`src/rtl/mul_pkg.sv`:
```
// Shared types and sizing for the shift-add multiplier controller.
package mul_pkg;

   localparam int unsigned MUL_BITS   = 32;
   localparam int unsigned MUL_ITER_W = 6;

   typedef enum logic [1:0] {
      IDLE = 2'd0,
      ITER = 2'd1,
      FIX  = 2'd2,
      DONE = 2'd3
   } mul_state_t;

endpackage

```
`src/rtl/cla_adder_core.sv`:
```
// BITS-wide adder with 4-bit carry-lookahead groups; BITS must be a multiple of 4.
module cla_adder_core #(
   parameter int unsigned BITS = 32
) (
   input  logic [BITS-1:0] a,
   input  logic [BITS-1:0] b,
   input  logic            cin,
   output logic [BITS-1:0] sum,
   output logic            cout
);

   localparam int unsigned GRP = 4;

   logic [BITS-1:0] g;
   logic [BITS-1:0] p;

   assign g = a & b;
   assign p = a ^ b;

   // Bit carries ripple inside a group; the group carry-out is formed from
   // the group generate/propagate terms so it skips the in-group chain.
   always_comb begin
      logic carry;
      logic c;
      logic gg;
      logic gp;
      sum   = '0;
      carry = cin;
      c     = cin;
      gg    = 1'b0;
      gp    = 1'b1;
      for (int unsigned i = 0; i < BITS; i++) begin
         sum[i] = p[i] ^ c;
         c      = g[i] | (p[i] & c);
         gg     = g[i] | (p[i] & gg);
         gp     = gp & p[i];
         if ((i % GRP) == (GRP - 1)) begin
            carry = gg | (gp & carry);
            c     = carry;
            gg    = 1'b0;
            gp    = 1'b1;
         end
      end
      cout = carry;
   end

endmodule

```
`src/rtl/shift_add_mul_ctrl.sv`:
```
// Multi-cycle BITSxBITS shift-add multiplier sharing one adder across iterations.
// Define SIGNED_MUL_EN to add the is_signed port, magnitude load and FIX negate state.
module shift_add_mul_ctrl
   import mul_pkg::*;
#(
   parameter int unsigned BITS   = MUL_BITS,
   parameter int unsigned ITER_W = MUL_ITER_W
) (
   input  logic            clk,
   input  logic            clr,
   input  logic            start,
`ifdef SIGNED_MUL_EN
   input  logic            is_signed,
`endif
   input  logic [BITS-1:0] multiplicand,
   input  logic [BITS-1:0] multiplier,
   output logic            busy,
   output logic            done,
   output logic [BITS-1:0] product_hi,
   output logic [BITS-1:0] product_lo
);

   mul_state_t        state_q, state_d;
   logic [ITER_W-1:0] cnt_q, cnt_d;
   logic [BITS-1:0]   mcand_q, mcand_d;
   logic [BITS-1:0]   hi_q, hi_d;
   logic [BITS-1:0]   lo_q, lo_d;
   logic [BITS-1:0]   a_load, b_load;
   logic [BITS-1:0]   addend, sum;
   logic              cout;
   logic              last_iter;
`ifdef SIGNED_MUL_EN
   logic              neg_q, neg_d;
   logic              a_neg, b_neg;
`endif

   assign addend    = lo_q[0] ? mcand_q : '0;
   assign last_iter = (cnt_q == ITER_W'(BITS - 1));

   cla_adder_core #(.BITS(BITS)) u_adder (
      .a    (hi_q),
      .b    (addend),
      .cin  (1'b0),
      .sum  (sum),
      .cout (cout)
   );

   always_comb begin
`ifdef SIGNED_MUL_EN
      a_neg  = is_signed & multiplicand[BITS-1];
      b_neg  = is_signed & multiplier[BITS-1];
      a_load = a_neg ? (~multiplicand + BITS'(1)) : multiplicand;
      b_load = b_neg ? (~multiplier + BITS'(1)) : multiplier;
`else
      a_load = multiplicand;
      b_load = multiplier;
`endif
   end

   always_comb begin
      state_d = state_q;
      cnt_d   = cnt_q;
      mcand_d = mcand_q;
      hi_d    = hi_q;
      lo_d    = lo_q;
`ifdef SIGNED_MUL_EN
      neg_d   = neg_q;
`endif
      case (state_q)
         IDLE: begin
            if (start) begin
               mcand_d = a_load;
               lo_d    = b_load;
               hi_d    = '0;
               cnt_d   = '0;
`ifdef SIGNED_MUL_EN
               neg_d   = a_neg ^ b_neg;
`endif
               state_d = ITER;
            end
         end
         ITER: begin
            // Carry-out becomes the new HI MSB, so all-ones operands cannot overflow.
            {hi_d, lo_d} = {cout, sum, lo_q[BITS-1:1]};
            cnt_d        = cnt_q + ITER_W'(1);
            if (last_iter) begin
`ifdef SIGNED_MUL_EN
               state_d = neg_q ? FIX : DONE;
`else
               state_d = DONE;
`endif
            end
         end
`ifdef SIGNED_MUL_EN
         FIX: begin
            // Dedicated incrementer; the shared adder stays on the iteration path only.
            {hi_d, lo_d} = ~{hi_q, lo_q} + (2 * BITS)'(1);
            state_d      = DONE;
         end
`endif
         DONE:    state_d = IDLE;
         default: state_d = IDLE;
      endcase
   end

   always_ff @(posedge clk or posedge clr) begin
      if (clr) begin
         state_q <= IDLE;
         cnt_q   <= '0;
         mcand_q <= '0;
         hi_q    <= '0;
         lo_q    <= '0;
`ifdef SIGNED_MUL_EN
         neg_q   <= 1'b0;
`endif
      end else begin
         state_q <= state_d;
         cnt_q   <= cnt_d;
         mcand_q <= mcand_d;
         hi_q    <= hi_d;
         lo_q    <= lo_d;
`ifdef SIGNED_MUL_EN
         neg_q   <= neg_d;
`endif
      end
   end

   assign busy       = (state_q != IDLE);
   assign done       = (state_q == DONE);
   assign product_hi = hi_q;
   assign product_lo = lo_q;

endmodule
```
`config.mk`:
```
export PLATFORM = sky130hd
export DESIGN_NAME = shift_add_mul_ctrl
export DESIGN_NICKNAME = d
export VERILOG_FILES = /design/src/rtl/mul_pkg.sv /design/src/rtl/cla_adder_core.sv /design/src/rtl/shift_add_mul_ctrl.sv
export SDC_FILE = /design/constraint.sdc
export NUM_CORES = 1
export LEC_CHECK = 0
export ABC_AREA = 1
export ABC_CLOCK_PERIOD_IN_PS = 6200
export BUFFER_PORTS_ARGS = -buffer_cell sky130_fd_sc_hd__buf_2
export CORE_ASPECT_RATIO = 0.5
export CORE_MARGIN = 5
export CORE_UTILIZATION = 45
export DETAILED_ROUTE_END_ITERATION = 7
export GPL_ROUTABILITY_DRIVEN = 0
export PLACE_DENSITY = 0.69
export SKIP_CTS_REPAIR_TIMING = 1
export SLEW_MARGIN = 20
export SYNTH_ARGS = -nofsm -noshare
export SYNTH_HDL_FRONTEND = slang
export SYNTH_SLANG_ARGS = --single-unit
```
`constraint.sdc`:
```
create_clock -name clk -period 6.2 [get_ports clk]
set_input_delay 1.24 -clock clk [delete_from_list [all_inputs] [get_ports clk]]
set_output_delay 1.24 -clock clk [all_outputs]
set_load 0.03 [all_outputs]
```
-- Yosys cells after proc, flatten, opt, wreduce, memory -nomap -nowiden
Index checks and enable logic that the tools add are counted.
- muxes and demuxes: 10
- equality and inequality tests: 5
- $add $sub $neg: 1
- bitwise logic cells: 158
- reductions and logical operators: 6
- operators by type and width (cell ; count):
    $pmux W32 S2 ; 2
    $mux W32 ; 3
    $and A1 B1 Y1 ; 73
    $or A1 B1 Y1 ; 52
    $and A32 B32 Y32 ; 1
    $xor A32 B32 Y32 ; 1
    $xor A1 B1 Y1 ; 31
    $pmux W6 S2 ; 1
    $add A6 B1 Y6 const B ; 1
    $eq A6 B5 Y1 const B ; 1
    $mux W6 ; 1
    $reduce_and A2 Y1 ; 3
    $mux W2 ; 2
    $ne A2 B2 Y1 const B ; 2
    $pmux W2 S2 ; 1
    $reduce_bool A2 Y1 ; 2
    $eq A2 B1 Y1 const B ; 1
    $eq A2 B2 Y1 const B ; 1
    $logic_not A2 Y1 ; 1
- input bits: 67
- word-level logic and storage cells: 185
- register bits after elaboration: 104
- output and inout port bits: 66

-- Longest topological paths before layout
Gate-level depths: netlist (run 1).
- word-level depth: 28
- gate-level depth with buffers: 31
- gate-level depth less buffers: 29

-- Modules after synthesis
Synthesis (run 1) repeated with hierarchy kept, for this count alone.
- cell total of the unflattened synthesis: 706
- area total of the unflattened synthesis: 5880.6 sq um
- modules (own cells, without submodules) (module ; sequential area each (sq um) ; area an instance (sq um) ; cells each ; times used):
    shift_add_mul_ctrl ; 2602.5 ; 4556.9 ; 567 ; 1
    cla_adder_core ; 0.0 ; 1323.8 ; 139 ; 1

-- Worst setup path before layout (run 1)
No wires, ideal clock.
- path type: register to register
- start: reg lo_q[0] (netlist: product_lo[0])
- end: reg hi_q[30] (netlist: product_hi[30])
- slack: 1.355 ns
- clock period less this slack: 4.845 ns
- data arrival time: 4.716 ns
- setup time: 0.129 ns
- required time: 6.071 ns
- buffers on the path: 2
- stages on the path, launching flop included: 31
- cells stage by stage: dfrtp_1 -> clkbuf_1 -> clkbuf_1 -> nand2_1 -> inv_1 -> ha_1 -> inv_1 -> fa_1 -> fa_1 -> fa_1 -> inv_1 -> nand2_1 -> nand2_1 -> nand2_1 -> nand2_2 -> nand2_1 -> nand2_1 -> nand2_1 -> nand2_1 -> nand2_1 -> nand2_1 -> nand2_1 -> nand2_1 -> nand2_1 -> nand2_1 -> inv_1 -> fa_1 -> fa_1 -> fa_1 -> o21ai_0 -> o21ai_0
- word-level cells in the longest chain between the ends: 28
- elaborated cells on any way between the ends: 83
- those cells by class: mux (2); bitwise (81)
- ends and longest elaborated chain (item ; line ; RTL):
    from (decl) ; shift_add_mul_ctrl.sv:27 ; logic [BITS-1:0] lo_q, lo_d;
    from (signal assigned) ; shift_add_mul_ctrl.sv:121 ; lo_q <= lo_d;
    $mux W32 (*) ; shift_add_mul_ctrl.sv:37 ; assign addend = lo_q[0] ? mcand_q : '0;
    $xor A32 B32 Y32 / $and A32 B32 Y32 (equally long branches) ; cla_adder_core.sv:18, cla_adder_core.sv:17 ;
    $and A1 B1 Y1 ; cla_adder_core.sv:35 ; gg = g[i] | (p[i] & gg);
    $or A1 B1 Y1 ; cla_adder_core.sv:35 ;
    $and A1 B1 Y1 ; cla_adder_core.sv:35 ;
    $or A1 B1 Y1 ; cla_adder_core.sv:35 ;
    $and A1 B1 Y1 ; cla_adder_core.sv:35 ;
    $or A1 B1 Y1 ; cla_adder_core.sv:35 ;
    [... 12 more ...] ; -- ;
    $and A1 B1 Y1 ; cla_adder_core.sv:34 ; c = g[i] | (p[i] & c);
    $or A1 B1 Y1 ; cla_adder_core.sv:34 ;
    $and A1 B1 Y1 ; cla_adder_core.sv:34 ;
    $or A1 B1 Y1 ; cla_adder_core.sv:34 ;
    $and A1 B1 Y1 ; cla_adder_core.sv:34 ;
    $or A1 B1 Y1 ; cla_adder_core.sv:34 ;
    $xor A1 B1 Y1 (*) ; cla_adder_core.sv:33 ; sum[i] = p[i] ^ c;
    $pmux W32 S2 (*) ; shift_add_mul_ctrl.sv:69 ; case (state_q)
    to (signal assigned) ; shift_add_mul_ctrl.sv:120 ; hi_q <= hi_d;
    to (decl) ; shift_add_mul_ctrl.sv:26 ; logic [BITS-1:0] hi_q, hi_d;
Every way passes the cells marked *; elsewhere a longest branch is shown, timed or not.
A chain may end at the register's enable or synchronous reset.

-- Final worst setup path (run 1)
Same ends and word-level chain as after synthesis.

==> qor.yml, run 1 <==
clock_network:
  htreeDepth: 3
  cts_tree: "done"
  clk_latency_ps: 340
  cts_root_buffer: "clkbuf_16"
  numCtsBuffers: 9
  clock_sinks: 104
  clockBufferDepth: 2
  clk_pin_slew_ps: 70
logic_synthesis:
  synth_xor_area_frac: 0.009532
  synth_edf_count: 0
  synthMuxAreaShare: 0
  ys_types: 27
  syn_area_mm2: 0.005513
  synth-adder-area-share: 0.1552
  syn-instance-count: 617
  synthTopCellsByArea: "dfrtp_1, nand2_1, fa_1, ha_1, inv_1"
  ys.flop_type: "dfrtp_1"
  synth-compound-area-share: 0.1055
  synth_top_cell_by_area: "dfrtp_1"
  synth-simple-area-share: 0.1820
  synth_top_family_by_area: "simple AND/OR/NAND/NOR gates"
  ys_ff_latch: 104
  yosysWarnings: 0
  synth.most_common_cell: "nand2_1"
  ys_seq_area_frac: 0.4721
  synth_common_cells: "nand2_1, dfrtp_1, inv_1, a22oi_1, ha_1"
  synth.avg_cell_area_um2: 8.935
  yosysTopAreaCellShare: 0.4721
  synthesis.nets: 738
  async_flop_share: 1.000
global_route:
  grt_pass1_wl_um: 21450
  grt_max_degree: 66
  grt_antenna_before_repair: 0
  grt_pass1_vias: 4453
  grtUsageTotal: 0.1793
  gr-total-overflow: 0
placement:
  port_buffers: 132
  dpl.hpwl_um: 8896
  dpl.cell_count: 893
hold_path:
  min_path_type: "flip-flop to flip-flop"
  min_path_cells: 1
  min_from: "cnt_q[5]"
  min_to: "state_q[1]"
routing:
  drt_drc_violations_left: 0
  dr.first_iter.drc_count: 221
  postRouteWirelength_um: 12800
  dr.pass1.iters: 4
  via_count: 4426
  ant_nets: 0
  wl_per_cell_um: 14.08
  detail_route.vias_per_cell: 4.869
finish:
  drive_gt1_frac: 0.2177
  fin_nets: 860
  synthToLayoutAreaGrowth_pct: 20.31
  final_cells: 909
  n_antenna_cell: 0
floorplanning:
  die_area_mm2: 0.01470
  ios: 133
  core_area_mm2: 0.01191
  rows: 28
  die_y_um: 88.27
  die_width_um: 166.5
  start_util: 0.4628
timing:
  fin_crit_ps: 4884
  worstMarginPinSlew_ps: 769.2
  rsz0062_at_grt: "no"
  setup-violations-final: 0
  whs_ps: 442.8
  skew_ps: 5.569
  max-slew-margin-rel: 0.4872
  hold_viol_final: 0
  setup_tns_ps: 0
  fin_crit_sh: 0.7878
  clock.fmax_ghz: 0.2047
  drv_slew: 0
setup_path:
  cp_common_cell: "nand2_1"
  rrSetupSlack_ps: 1320
  r2r_cells: 28
  end_kind: "flip-flop"
  critPathMaxStageDelay_ps: 710
  cp-start-kind: "flip-flop"
  r2r-start: "product_lo[0]"
  criticalPathCategory: "flip-flop to flip-flop"
  regToRegEndpoint: "product_hi[30]"
  cpMaxStageDelayCell: "dfrtp_1"
  cp_max_fo: 18
  cp.arrival_ps: 5090
  crit_required_ps: 6410
outcome:
  status: "completed"
job:
  maxCapViolCount: 0
pwr:
  vdd_drop_max_uv: 232.4
  p_leak_uw: 0.003636
  power_density_mw_per_mm2: 616.1
-- stage by stage --
stage               total power [uW]  instance area, um^2  worst slack (ps)    util
floorplan                       2901                 5513              1355       -
global placement                3409                 6304              1390  0.5292
detailed placement              3491                 6304              1264  0.5292
CTS                             4142                 6633              1249  0.5568
global route                    4463                 6633             848.1  0.5568
finish                          4086                 6633              1316  0.5568
-- worst max path at each step --
stage | startpoint | to | slack [ps] | depth (start not counted)
after floorplan | product_lo[0] | product_hi[30] | 1360 | 30
after global placement | product_lo[0] | product_hi[30] | 1390 | 28
after detailed placement | product_lo[0] | product_hi[30] | 1260 | 28
after CTS | product_lo[0] | product_hi[30] | 1250 | 28
after global routing | product_lo[0] | product_hi[30] | 850 | 29
final | product_lo[0] | product_hi[30] | 1320 | 28
-- state kept, by name, indices dropped and copies added, names as in the netlist --
signal	flops
product_hi	32
cnt_q	6
state_q	2
mcand_q	32
product_lo	32
-- placed cells by master, fill, tap and decap left out, drive strengths merged, types with 2 or more instances in the layout --
cell      n
nand2   235
buf     138
dfrtp   104
inv      78
a22oi    31
ha       30
o22ai    24
fa       24
nor2     19
o21ai    14
a21oi    13
clkbuf   10
xor2      6
nand3     4
o21a      4
a22o      2
bufinv    2
-- layout make-up --
cell class,count,area [um^2]
fillers,1102,5279
flip-flops and latches,104,2603
multi-input cells,410,2501
repair buffers,138,705.7
inverters,76,287.8
clock buffers,10,239.0
well taps,165,206.4
clock inverters,6,90.09
-- routing by layer --
metal | up-vias | global-route usage | part of all wire
met5 | - | 0 | 0
met4 | 0 | 0.04380 | 0.010
met3 | 11 | 0.04239 | 0.051
met2 | 116 | 0.3098 | 0.47
met1 | 2084 | 0.2347 | 0.47
li1 | 2215 | - | -
-- power breakdown --
| group | internal, uW | total, uW | switching, uW |
|---|---|---|---|
| Combinational | 763 | 2170 | 1410 |
| Sequential | 1030 | 1290 | 260 |
| Clock | 367 | 624 | 257 |
| Total | 2160 | 4090 | 1920 |
-- cell families after synthesis --
group	after synthesis
AO/OA/AOI/OAI	90
buffers and inverters	103
adder cells (fa/ha/maj)	54
flip-flops	104
AND/OR/NAND/NOR	260
XOR/XNOR	6
-- critical path: cells and delay by family, from the launching register on --
| family | cells | cell delay [ps] |
|---|---|---|
| buffers and inverters | 4 | 250 |
| AOI/OAI and AO/OA | 2 | 250 |
| DFF | 1 | 710 |
| and+or+nand+nor | 15 | 950 |
| adders and majority gates | 7 | 2560 |
No activity file was read; power rests on OpenSTA's default activity.
==> inputs of run 2 (changes only) <==
--- a/config.mk
+++ b/config.mk
@@ -6,7 +6,7 @@
 export NUM_CORES = 1
 export LEC_CHECK = 0
 export ABC_AREA = 1
-export ABC_CLOCK_PERIOD_IN_PS = 6200
+export ABC_CLOCK_PERIOD_IN_PS = 4600
 export BUFFER_PORTS_ARGS = -buffer_cell sky130_fd_sc_hd__buf_2
 export CORE_ASPECT_RATIO = 0.5
 export CORE_MARGIN = 5
==> constraint.sdc (replaced) <==
create_clock -name clk -period 4.6 [get_ports clk]
set_input_delay 0.92 -clock clk [delete_from_list [all_inputs] [get_ports clk]]
set_output_delay 0.92 -clock clk [all_outputs]
set_load 0.03 [all_outputs]
==> run 2 against run 1 <==
Effect of this change:
- total power is 32% higher
- largest cell class unchanged
- routed wire length is 0.38% higher
- core utilization shrank 0.11 points
- via count is essentially flat
- global-route usage fell by 0.094 points
- final area shrank 0.19%
- first-iteration DRC count down 0.45%
- hold slack improved by 19 ps
- clock power rose by 19%
- final cell count increased by 0.11%
- clock skew increased by 6.1 ps
==> qor.yml, run 2 (synthesized netlist as in run 1, its figures left out) <==
timing:
  setup-violations-final: 0
  whs_ps: 461.8
  worstMarginPinSlew_ps: 870.8
  clock.fmax_ghz: 0.2359
  fin_crit_sh: 0.9214
  rsz0062_at_grt: "no"
  setup_tns_ps: 0
  skew_ps: 11.63
  hold_viol_final: 0
  fin_crit_ps: 4238
  max-slew-margin-rel: 0.4195
  drv_slew: 0
  worst_slack_ps: 361.8
setup_path:
  crit_required_ps: 4810
  cpMaxStageDelayCell: "fa_1"
  crit_start: "product_lo[0]"
  cp_common_cell: "nand2_1"
  end_kind: "flip-flop"
  criticalPathCategory: "flip-flop to flip-flop"
  r2r_cells: 26
  cp-start-kind: "flip-flop"
  r2r-start: "product_lo[0]"
  cp.arrival_ps: 4450
  crit_path_end: "product_hi[26]"
  critPathMaxStageDelay_ps: 430
  rrSetupSlack_ps: 360
  regToRegEndpoint: "product_hi[26]"
  cp_max_fo: 3
global_route:
  grt_pass1_vias: 4335
  grtUsageMet2: 0.2902
  busiest_layer: "met2"
  grt_max_degree: 71
  grt_antenna_before_repair: 0
  grt_pass1_wl_um: 21170
  gr-usage-met1: 0.2451
  gr-total-overflow: 0
  grtUsageTotal: 0.1784
  met3_usage: 0.04418
clock_network:
  clockBufferDepth: 2
  clk_latency_ps: 350
  clock_sinks: 104
  clk_pin_slew_ps: 70
  cts_root_buffer: "clkbuf_16"
  cts_tree: "done"
  htreeDepth: 3
  numCtsBuffers: 9
finish:
  n_antenna_cell: 0
  final_cell_area_mm2: 0.006620
  fin_nets: 861
  final_common_cell: "nand2_1"
  most-common-layout-cells: "nand2_1, buf_2, dfrtp_1"
  final_cells: 910
  synthToLayoutAreaGrowth_pct: 20.09
  drive_gt1_frac: 0.2295
pwr:
  power_density_mw_per_mm2: 817.8
  p_leak_uw: 0.003626
  vdd_drop_max_uv: 314.2
  power.switching_uw: 2596
  sw_frac_of_total: 0.4796
  p_seq_frac: 0.319
  comb_power_share: 0.544
  p_clk_frac: 0.137
  p_int_uw: 2817
floorplanning:
  die_y_um: 88.27
  start_util: 0.4628
  core_area_mm2: 0.01191
  rows: 28
  ios: 133
  die_area_mm2: 0.01470
  die_width_um: 166.5
placement:
  port_buffers: 132
  dp_slack_ps: 177.7
  dpl.hpwl_um: 9088
  dpl.cell_count: 894
  place_area_mm2: 0.006315
outcome:
  status: "completed"
routing:
  postRouteWirelength_um: 12850
  ant_nets: 0
  dr.first_iter.drc_count: 220
  wl_per_cell_um: 14.12
  via_count: 4429
  dr.pass1.iters: 5
  detail_route.vias_per_cell: 4.867
  drt_drc_violations_left: 0
hold_path:
  min_path_type: "flip-flop to flip-flop"
  min_path_cells: 1
job:
  maxCapViolCount: 0
==> run 2: cell types whose count changed in the layout (fill, tap and decap cells not counted), sizes merged <==
cell / before / now
bufinv: 2 / 0
clkinv: 1 / 3
buf: 138 / 139
clkinvlp: 1 / 0
inv: 78 / 79
==> run 2: per-stage QoR <==
step,total power (uW),util
3_3_place_gp,4609,0.5301
4_1_cts,5457,0.5543
3_5_place_dp,4696,0.5301
2_1_floorplan,3917,-
5_1_grt,5915,0.5558
6_report,5414,0.5558
==> run 2: power by group through the flow <==
stage / logic, uW / registers, uW / clock network, uW
2_1_floorplan: 1700 / 2210 / 0
5_1_grt: 3320 / 1790 / 806
4_1_cts: 2970 / 1720 / 763
3_5_place_dp: 2960 / 1730 / 0
6_report: 2950 / 1720 / 743
3_3_place_gp: 2880 / 1730 / 0
==> run 2: final cells by class <==
cell class,instances,area [um^2]
fill,1077,5291
sequential,104,2604
multi-input combinational,410,2521
timing repair buffer,139,713.2
inverter,76,287.8
clock buffer,10,239.0
tap,165,206.4
clock inverter,6,48.80
==> run 2: how the worst min path moves through the flow <==
stage / from / endpoint
2_1_floorplan: cnt_q[5] / state_q[1]
3_3_place_gp: cnt_q[5] / state_q[1]
3_5_place_dp: cnt_q[5] / state_q[1]
4_1_cts: cnt_q[5] / state_q[1]
5_1_grt: mcand_q[4] / mcand_q[4]
6_report: cnt_q[5] / state_q[1]
==> run 2: metal layers <==
layer / wire length, um / vias to the layer above
met1: 6142 / 2087
met3: 756 / 17
met2: 5789 / 121
met5: 0 / -
met4: 157 / 0
li1: - / 2204
==> run 2: worst max-delay path: cells and delay by family, from the launching register on <==
| family | cells | cell delay, ps |
|---|---|---|
| buffers and inverters | 4 | 210 |
| and+or+nand+nor | 13 | 820 |
| AOI/OAI and AO/OA | 1 | 90 |
| adders and majority gates | 7 | 2460 |
| DFF | 1 | 370 |
| xor gates and xnor gates | 1 | 150 |
==> inputs of run 3 (changes only) <==
--- a/config.mk
+++ b/config.mk
@@ -9,7 +9,6 @@
 export ABC_CLOCK_PERIOD_IN_PS = 4600
 export BUFFER_PORTS_ARGS = -buffer_cell sky130_fd_sc_hd__buf_2
 export CORE_ASPECT_RATIO = 0.5
-export CORE_MARGIN = 5
 export CORE_UTILIZATION = 45
 export DETAILED_ROUTE_END_ITERATION = 7
 export GPL_ROUTABILITY_DRIVEN = 0
==> run 3 against run 2 <==
Effect of this change:
- final cell count did not move
- via count is 1.4% lower
- flip-flop and latch count did not move
- routed wire length fell by 3.9%
- critical path type unchanged
- critical path depth increased by 1
- final area hardly changed
- critical endpoint is now product_hi[29]
- clock skew decreased by 3.1 ps
- sequential share of layout area hardly changed
- count of clock-buffer cells in the layout rose by 1
==> qor.yml, run 3 (synthesized netlist as in run 1, its figures left out) <==
pwr:
  p_int_uw: 2853
  vdd_drop_max_uv: 320.0
  comb_power_share: 0.544
  power.switching_uw: 2577
  sw_frac_of_total: 0.4746
  p_leak_uw: 0.003623
  power_density_mw_per_mm2: 819.8
  p_clk_frac: 0.139
  p_seq_frac: 0.317
routing:
  dr.pass1.iters: 4
  wl_per_cell_um: 13.56
  ant_nets: 0
  drt_drc_violations_left: 0
  dr.first_iter.drc_count: 305
  via_count: 4368
  detail_route.vias_per_cell: 4.800
  postRouteWirelength_um: 12340
global_route:
  grtUsageTotal: 0.2030
  gr-total-overflow: 0
  grt_antenna_before_repair: 0
  grt_max_degree: 66
  grt_pass1_vias: 3986
  grt_pass1_wl_um: 19780
floorplanning:
  ios: 133
  start_util: 0.4642
  die_area_mm2: 0.01272
  die_y_um: 80.27
  rows: 28
  die_width_um: 158.5
  core_area_mm2: 0.01188
timing:
  clock.fmax_ghz: 0.2360
  worstMarginPinSlew_ps: 700.6
  drv_slew: 0
  skew_ps: 8.561
  setup_tns_ps: 0
  fin_crit_ps: 4237
  whs_ps: 461.9
  rsz0062_at_grt: "no"
  fin_crit_sh: 0.9210
  hold_viol_final: 0
  setup-violations-final: 0
  max-slew-margin-rel: 0.5322
setup_path:
  crit_required_ps: 4800
  cp.arrival_ps: 4440
  end_kind: "flip-flop"
  cp_max_fo: 3
  criticalPathCategory: "flip-flop to flip-flop"
  cp-start-kind: "flip-flop"
clock_network:
  clock_sinks: 104
  numCtsBuffers: 9
  cts_root_buffer: "clkbuf_16"
  cts_tree: "done"
  clk_pin_slew_ps: 70
  clockBufferDepth: 2
  clk_latency_ps: 340
  htreeDepth: 3
finish:
  final_cell_area_mm2: 0.006623
  finish.utilization: 0.5576
  fin_nets: 861
  synthToLayoutAreaGrowth_pct: 20.13
  nFillCells: 1100
  most-common-layout-cells: "nand2_1, buf_2, dfrtp_1"
  ff_latch_area_mm2: 0.002604
  final_cells: 910
  n_antenna_cell: 0
  drive_gt1_frac: 0.2295
  final_common_cell: "nand2_1"
  multi_input_area_mm2: 0.002521
placement:
  dpl.cell_count: 894
  place_area_mm2: 0.006310
  dpl.hpwl_um: 8529
  port_buffers: 132
job:
  maxCapViolCount: 0
hold_path:
  min_path_type: "flip-flop to flip-flop"
outcome:
  status: "completed"
run 3: metal layers:
| layer | vias to the layer above | part of all wire | global-route usage |
|---|---|---|---|
| met5 | - | 0 | 0 |
| met4 | 0 | 0.0071 | 0.04135 |
| met3 | 8 | 0.044 | 0.04425 |
| met2 | 94 | 0.45 | 0.3224 |
| met1 | 2063 | 0.50 | 0.2859 |
| li1 | 2203 | - | - |
run 3: final cells by class:
class	count	share of cell area
multi-input cells	410	0.3807
clock buffers	11	0.03514
inverters	76	0.04345
repair buffers	139	0.1077
flip-flops and latches	104	0.3932
well taps	165	0.03117
clock inverters	5	0.008691
run 3: worst max-delay path, cell delays in order, from the launching register on:
cell     delay [ps]
dfrtp_2         360
nand2_1          50
inv_1            50
ha_1            130
inv_1            50
fa_1            380
fa_2            350
fa_2            350
inv_1            70
nand2_1          40
nand2_1          50
nand2_1          70
nand2_2          80
nand2_1          50
nand2_1          80
nand2_1          60
nand2_1          90
nand2_1          70
nand2_2          80
nand2_1          50
nand2_1          80
nand2_1          50
nand2_1          70
inv_1            60
fa_2            360
fa_2            370
fa_2            530
o22ai_1          90
run 3: metrics by stage:
step                      setup slack [ps]  total power, uW
final                                363.4             5429
after global routing                 22.02             5920
after CTS                            153.6             5470
after detailed placement             149.1             4686
after global placement               252.5             4596
after floorplan                      37.58             3917
run 3: power groups by stage:
stage	logic (uW)	registers [uW]	clock network [uW]
floorplan	1700	2210	0
global placement	2880	1720	0
detailed placement	2960	1730	0
CTS	2970	1720	777
global route	3330	1780	814
finish	2950	1720	756
run 3: worst paths after layout:
path	from	end	slack, ps	cells after the start
worst max-delay path	product_lo[0]	product_hi[29]	360	27
worst min-delay path	cnt_q[5]	state_q[1]	460	1
worst max register to register	product_lo[0]	product_hi[29]	360	27
worst min register to register	cnt_q[5]	state_q[1]	460	1
max in group asynchronous	clr	product_lo[0]	3030	3
min in group asynchronous	clr	product_lo[24]	660	2
